===== config.mk =====
export PLATFORM = sky130hd
export DESIGN_NAME = acc_rr_sched
export DESIGN_NICKNAME = d
export VERILOG_FILES = /design/src/rtl/acc_rr_sched.sv
export SDC_FILE = /design/constraint.sdc
export NUM_CORES = 1
export LEC_CHECK = 0
export ABC_AREA = 0
export CORE_MARGIN = 3
export CORE_UTILIZATION = 50
export CTS_BUF_LIST = sky130_fd_sc_hd__clkbuf_8
export DETAILED_ROUTE_END_ITERATION = 6
export PLACE_DENSITY = 0.89
export SETUP_SLACK_MARGIN = 0.5
export SLEW_MARGIN = 10
export SYNTH_ARGS = -nofsm -noshare
export SYNTH_HDL_FRONTEND = slang
export SYNTH_SLANG_ARGS = --single-unit

===== constraint.sdc =====
create_clock -name clk -period 2.5 [get_ports clk]
set_input_delay 0.75 -clock clk [delete_from_list [all_inputs] [get_ports clk]]
set_output_delay 0.75 -clock clk [all_outputs]
set_load 0.02 [all_outputs]

===== src/rtl/acc_rr_sched.sv =====
// Round-robin scheduler sharing one conditional accumulator among NREQ requesters.
// A granted operand equal to acc doubles acc (mod 2^W); every grant bumps cnt.
module acc_rr_sched #(
  parameter int unsigned NREQ   = 4,
  parameter int unsigned W      = 2,
  parameter int unsigned INIT   = 1,
  parameter int unsigned THRESH = 2
) (
  input  logic              clk,
  input  logic              reset,
  input  logic              en,
  input  logic [NREQ-1:0]   req,
  input  logic [NREQ*W-1:0] opnd,
  output logic [NREQ-1:0]   gnt,
  output logic              hit,
  output logic [W-1:0]      acc,
  output logic              over,
  output logic              busy,
  output logic [W-1:0]      cnt
);

  localparam int unsigned IW = (NREQ > 1) ? $clog2(NREQ) : 1;

  typedef enum logic {IDLE, EXEC} state_t;

  state_t          state;
  logic [IW-1:0]   ptr;
  logic [IW-1:0]   idx;
  logic [W-1:0]    op;

  logic [NREQ-1:0] eligible;
  logic            found;
  logic [IW-1:0]   pick;
  logic [W-1:0]    sel;
  int unsigned     cand;

  // First eligible requester at or after ptr, wrapping; the one being granted is masked.
  always_comb begin
    eligible = req & ~gnt;
    found    = 1'b0;
    pick     = '0;
    sel      = '0;
    cand     = 0;
    for (int unsigned i = 0; i < NREQ; i++) begin
      cand = 32'(ptr) + i;
      if (cand >= NREQ) cand = cand - NREQ;
      if (!found && eligible[IW'(cand)]) begin
        found = 1'b1;
        pick  = IW'(cand);
      end
    end
    for (int unsigned k = 0; k < NREQ; k++) begin
      if (pick == IW'(k)) sel = opnd[k*W +: W];
    end
  end

  always_ff @(posedge clk or posedge reset) begin
    if (reset) begin
      state <= IDLE;
      acc   <= W'(INIT);
      cnt   <= '0;
      ptr   <= '0;
      idx   <= '0;
      op    <= '0;
      gnt   <= '0;
      hit   <= 1'b0;
      busy  <= 1'b0;
    end else begin
      gnt <= '0;
      hit <= 1'b0;
      case (state)
        IDLE: begin
          if (en && found) begin
            idx   <= pick;
            op    <= sel;
            busy  <= 1'b1;
            state <= EXEC;
          end
        end
        EXEC: begin
          // Latched operand is used even if the requester has since dropped req.
          gnt <= NREQ'(1) << idx;
          if (op == acc) begin
            acc <= acc + op;
            hit <= 1'b1;
          end
          cnt   <= cnt + 1'b1;
          ptr   <= (idx == IW'(NREQ - 1)) ? '0 : idx + 1'b1;
          busy  <= 1'b0;
          state <= IDLE;
        end
        default: state <= IDLE;
      endcase
    end
  end

  assign over = 32'(acc) > THRESH;

endmodule


==> flow_metrics.py <==
metrics = {
    "run_status": {
        "status": "complete, no violations",
    },
    "yosys": {
        "synthXorXnorAreaFrac_pct": 2.96,
        "synth_edf_count": 0,
        "synth_top_family_by_area": "simple AND/OR/NAND/NOR gates",
        "avgSynthCellArea_um2": 10.6,
        "synth-seq-cells": 17,
        "synth_top_area_share_pct": 45.1,
        "yosysWarnings": 0,
        "ys_types": 30,
        "synth_compound_area_share_pct": 14.1,
        "ys.flop_type": "dfrtp_1",
        "synth_common_cells": "16 x dfrtp_1, 8 x nor2_1, 7 x inv_1",
        "synth_nets": 104,
        "postSynthCellCount": 84,
        "yosysMostFrequentCell": "dfrtp_1",
        "synthAdderAreaFrac_pct": 7.05,
        "synth_seq_area_share_pct": 48.1,
        "synth_top_area_cell": "dfrtp_1",
        "yosys.area_share.simple_pct": 19.6,
        "async_flop_share_pct": 100,
        "netlist_area_um2": 887,
        "synthMuxAreaShare_pct": 4.80,
        "synthTopCellsByArea": "dfrtp_1 45%, ha_1 7.1%, and2_1 4.2%",
    },
    "global_route": {
        "grt_max_degree": 18,
        "first_global_vias": 813,
        "grt_use_total_pct": 21.7,
        "antenna_found_initial": 0,
        "overflow": 0,
        "grt_pass1_wl_mm": 3.51,
    },
    "setup_path": {
        "worstPathBufferInverterCount": 1,
        "slowest_stage": "clkdlybuf4s50_1",
        "path_delay_family": "buffers and inverters",
        "worst_setup_path_end_kind": "output pin",
        "rrSetupSlack_ns": 0.65,
        "worstPathCellList": "clkdlybuf4s50_1",
        "startpoint_type": "flip-flop",
        "critPathArrivalTime_ns": 1.22,
        "critPathMaxFanout": 2,
        "rr_worst_depth": 6,
        "r2r_end": "op[0]",
        "timing.rr.start": "gnt[1]",
        "path_class": "reg2out",
        "cp_slowest_stage_delay_ns": 0.61,
        "critPathRequiredTime_ns": 1.75,
    },
    "min_path": {
        "min-delay-start": "cnt[1]",
        "hp-class": "reg2reg",
        "holdPathEnd": "cnt[1]",
        "min_path_cells": 1,
    },
    "flow_run": {
        "max-cap-violations": 0,
    },
    "cts": {
        "clockBufferDepth": 2,
        "numCtsBuffers": 3,
        "cts_tree": "built",
        "clk_transition_reported_paths_ns": 0.07,
        "clock_sinks": 17,
        "h-tree-depth": 1,
        "insertion_delay_ns": 0.25,
        "cts_root_buffer": "clkbuf_8",
    },
    "route": {
        "drt_pass1_iterations": 3,
        "drt-total-wl_mm": 2.61,
        "drcViolationCount": 0,
        "drt-wirelength-per-cell_um": 17.6,
        "ant_nets": 0,
        "drt_iter0_markers": 6,
        "vias": 785,
        "viasPerCell": 5.30,
    },
    "pwr": {
        "switching_power_uw": 471,
        "p_int_uw": 758,
        "power.share.switching_pct": 38.3,
        "p_per_area_mw_per_mm2": 871,
        "p_leak_nw": 0.724,
        "seqPwrFrac_pct": 37.9,
        "vdd_drop_max_uv": 762,
        "power_frac_clock_pct": 16.4,
        "combPwrFrac_pct": 45.8,
    },
    "sta": {
        "hold_violations": 0,
        "holdWs_ns": 0.471,
        "worst_pin_slew_ns": 0.626,
        "clock.fmax_mhz": 507,
        "maxSlewViolCount": 0,
        "fin_crit_sh_pct": 78.9,
        "layout_setup_ws_ns": 0.529,
        "slew_headroom_pct": 58.2,
        "post-route-min-period_ns": 1.97,
        "grt_setup_unrepaired": "no",
        "fin_worst_skew_ns": 0.00535,
        "setup_viol": 0,
    },
    "floorplanning": {
        "num_rows": 14,
        "core_area_mm2": 0.00159,
        "start_util_pct": 55.7,
        "die_y_um": 48.1,
        "io_pins": 26,
        "fp.dieW_um": 48.1,
        "die-area_mm2": 0.00232,
    },
    "place": {
        "dp.cells": 135,
        "postPlaceCellArea_mm2": 0.00119,
        "dp_slack_ns": -0.119,
        "place_congestion": 0.837,
        "numPortBuffers": 25,
        "dpl.hpwl_mm": 1.54,
    },
    "finish": {
        "drive_gt1_share_pct": 33.1,
        "stdcell_area_mm2": 0.00141,
        "syn_to_final_growth_pct": 59.0,
        "stdcell_count": 148,
        "nets": 145,
        "antenna_cells": 0,
    },
}
-- state kept, by name, summed over array words and instances, names as in the netlist, 2 cells and up --
register  cells
ptr           2
gnt           4
idx           2
op            2
acc           2
cnt           2
-- final cells by class --
class / count / area, µm²
multi-input cells: 59 / 554
flip-flops and latches: 17 / 427
repair buffers: 37 / 328
fillers: 73 / 184
clock buffers: 3 / 41.3
well taps: 24 / 30.0
inverters: 7 / 26.3
clock inverters: 1 / 3.75
-- power groups by stage --
stage	Clock, mW	Combinational, mW	Sequential (mW)
6_report	0.201	0.563	0.465
3_3_place_gp	0	0.387	0.446
5_1_grt	0.218	0.604	0.477
4_1_cts	0.197	0.487	0.456
3_5_place_dp	0	0.406	0.451
2_1_floorplan	0	0.218	0.467
-- what timing repair did --
| action | in CTS | in global routing |
|---|---|---|
| pin swaps | 6 | 8 |
| gates cloned | 0 | 0 |
| hold buffers | 0 | 0 |
| gates resized for setup | 29 | 22 |
| hold endpoints to repair | 0 | 0 |
| buffers inserted | 5 | 4 |
| endpoints found under the setup margin | 9 | 6 |
-- worst max path at each step --
stage	start	cells past startpoint	slack (ns)	endpoint
finish	busy	1	0.53	busy
global route	busy	1	0.50	busy
CTS	gnt[2]	1	0.45	gnt[2]
detailed placement	req[2]	6	-0.12	op[0]
global placement	req[0]	6	-0.07	op[0]
floorplan	req[3]	5	0.60	op[0]
-- stage by stage --
stage / TNS [ns] / utilization [%] / total power, mW
detailed placement: -0.145 / 74.4 / 0.856
finish: 0 / 88.5 / 1.23
CTS: 0 / 84.6 / 1.14
global placement: -0.101 / 74.4 / 0.833
floorplan: 0 / - / 0.685
global route: 0 / 88.5 / 1.30
-- per-layer routing --
| metal | wire (µm) | GRT usage, % | up-vias |
|---|---|---|---|
| met1 | 1110 | 26.3 | 381 |
| met3 | 69 | 1.85 | 8 |
| li1 | - | - | 369 |
| met5 | 0 | 0 | - |
| met2 | 1390 | 38.8 | 27 |
| met4 | 39 | 9.68 | 0 |
-- cell usage in the layout (no fill, tap or decap), drive strengths merged, types with 2 or more instances in the layout --
cell           synthesis  routed
nor2b                  4       4
dlymetal6s2s           0       4
nor3b                  2       2
nand3                  2       2
clkbuf                 1       8
nand2b                 3       3
nand2                  3       3
nor2                   8       8
mux2i                  2       2
mux2                   2       2
o21ai                  4       4
a211oi                 2       2
dfrtp                 16      16
xor2                   2       2
buf                    0      12
a2111oi                2       2
inv                    7       8
clkdlybuf4s50          0      12
ha                     5       5
and2                   6       6
dlygate4sd2            0       4
-- kinds of logic (layout without fill, tap and decap cells) --
kind of cell | Yosys count | after routing
xor gates and xnor gates | 3 | 3
AOI/OAI and AO/OA | 16 | 16
buffers and inverters | 8 | 48
and+or+nand+nor | 31 | 31
DFF | 17 | 17
adders and majority gates | 5 | 5
muxes | 4 | 4
No activity file was read; power rests on OpenSTA's default activity.
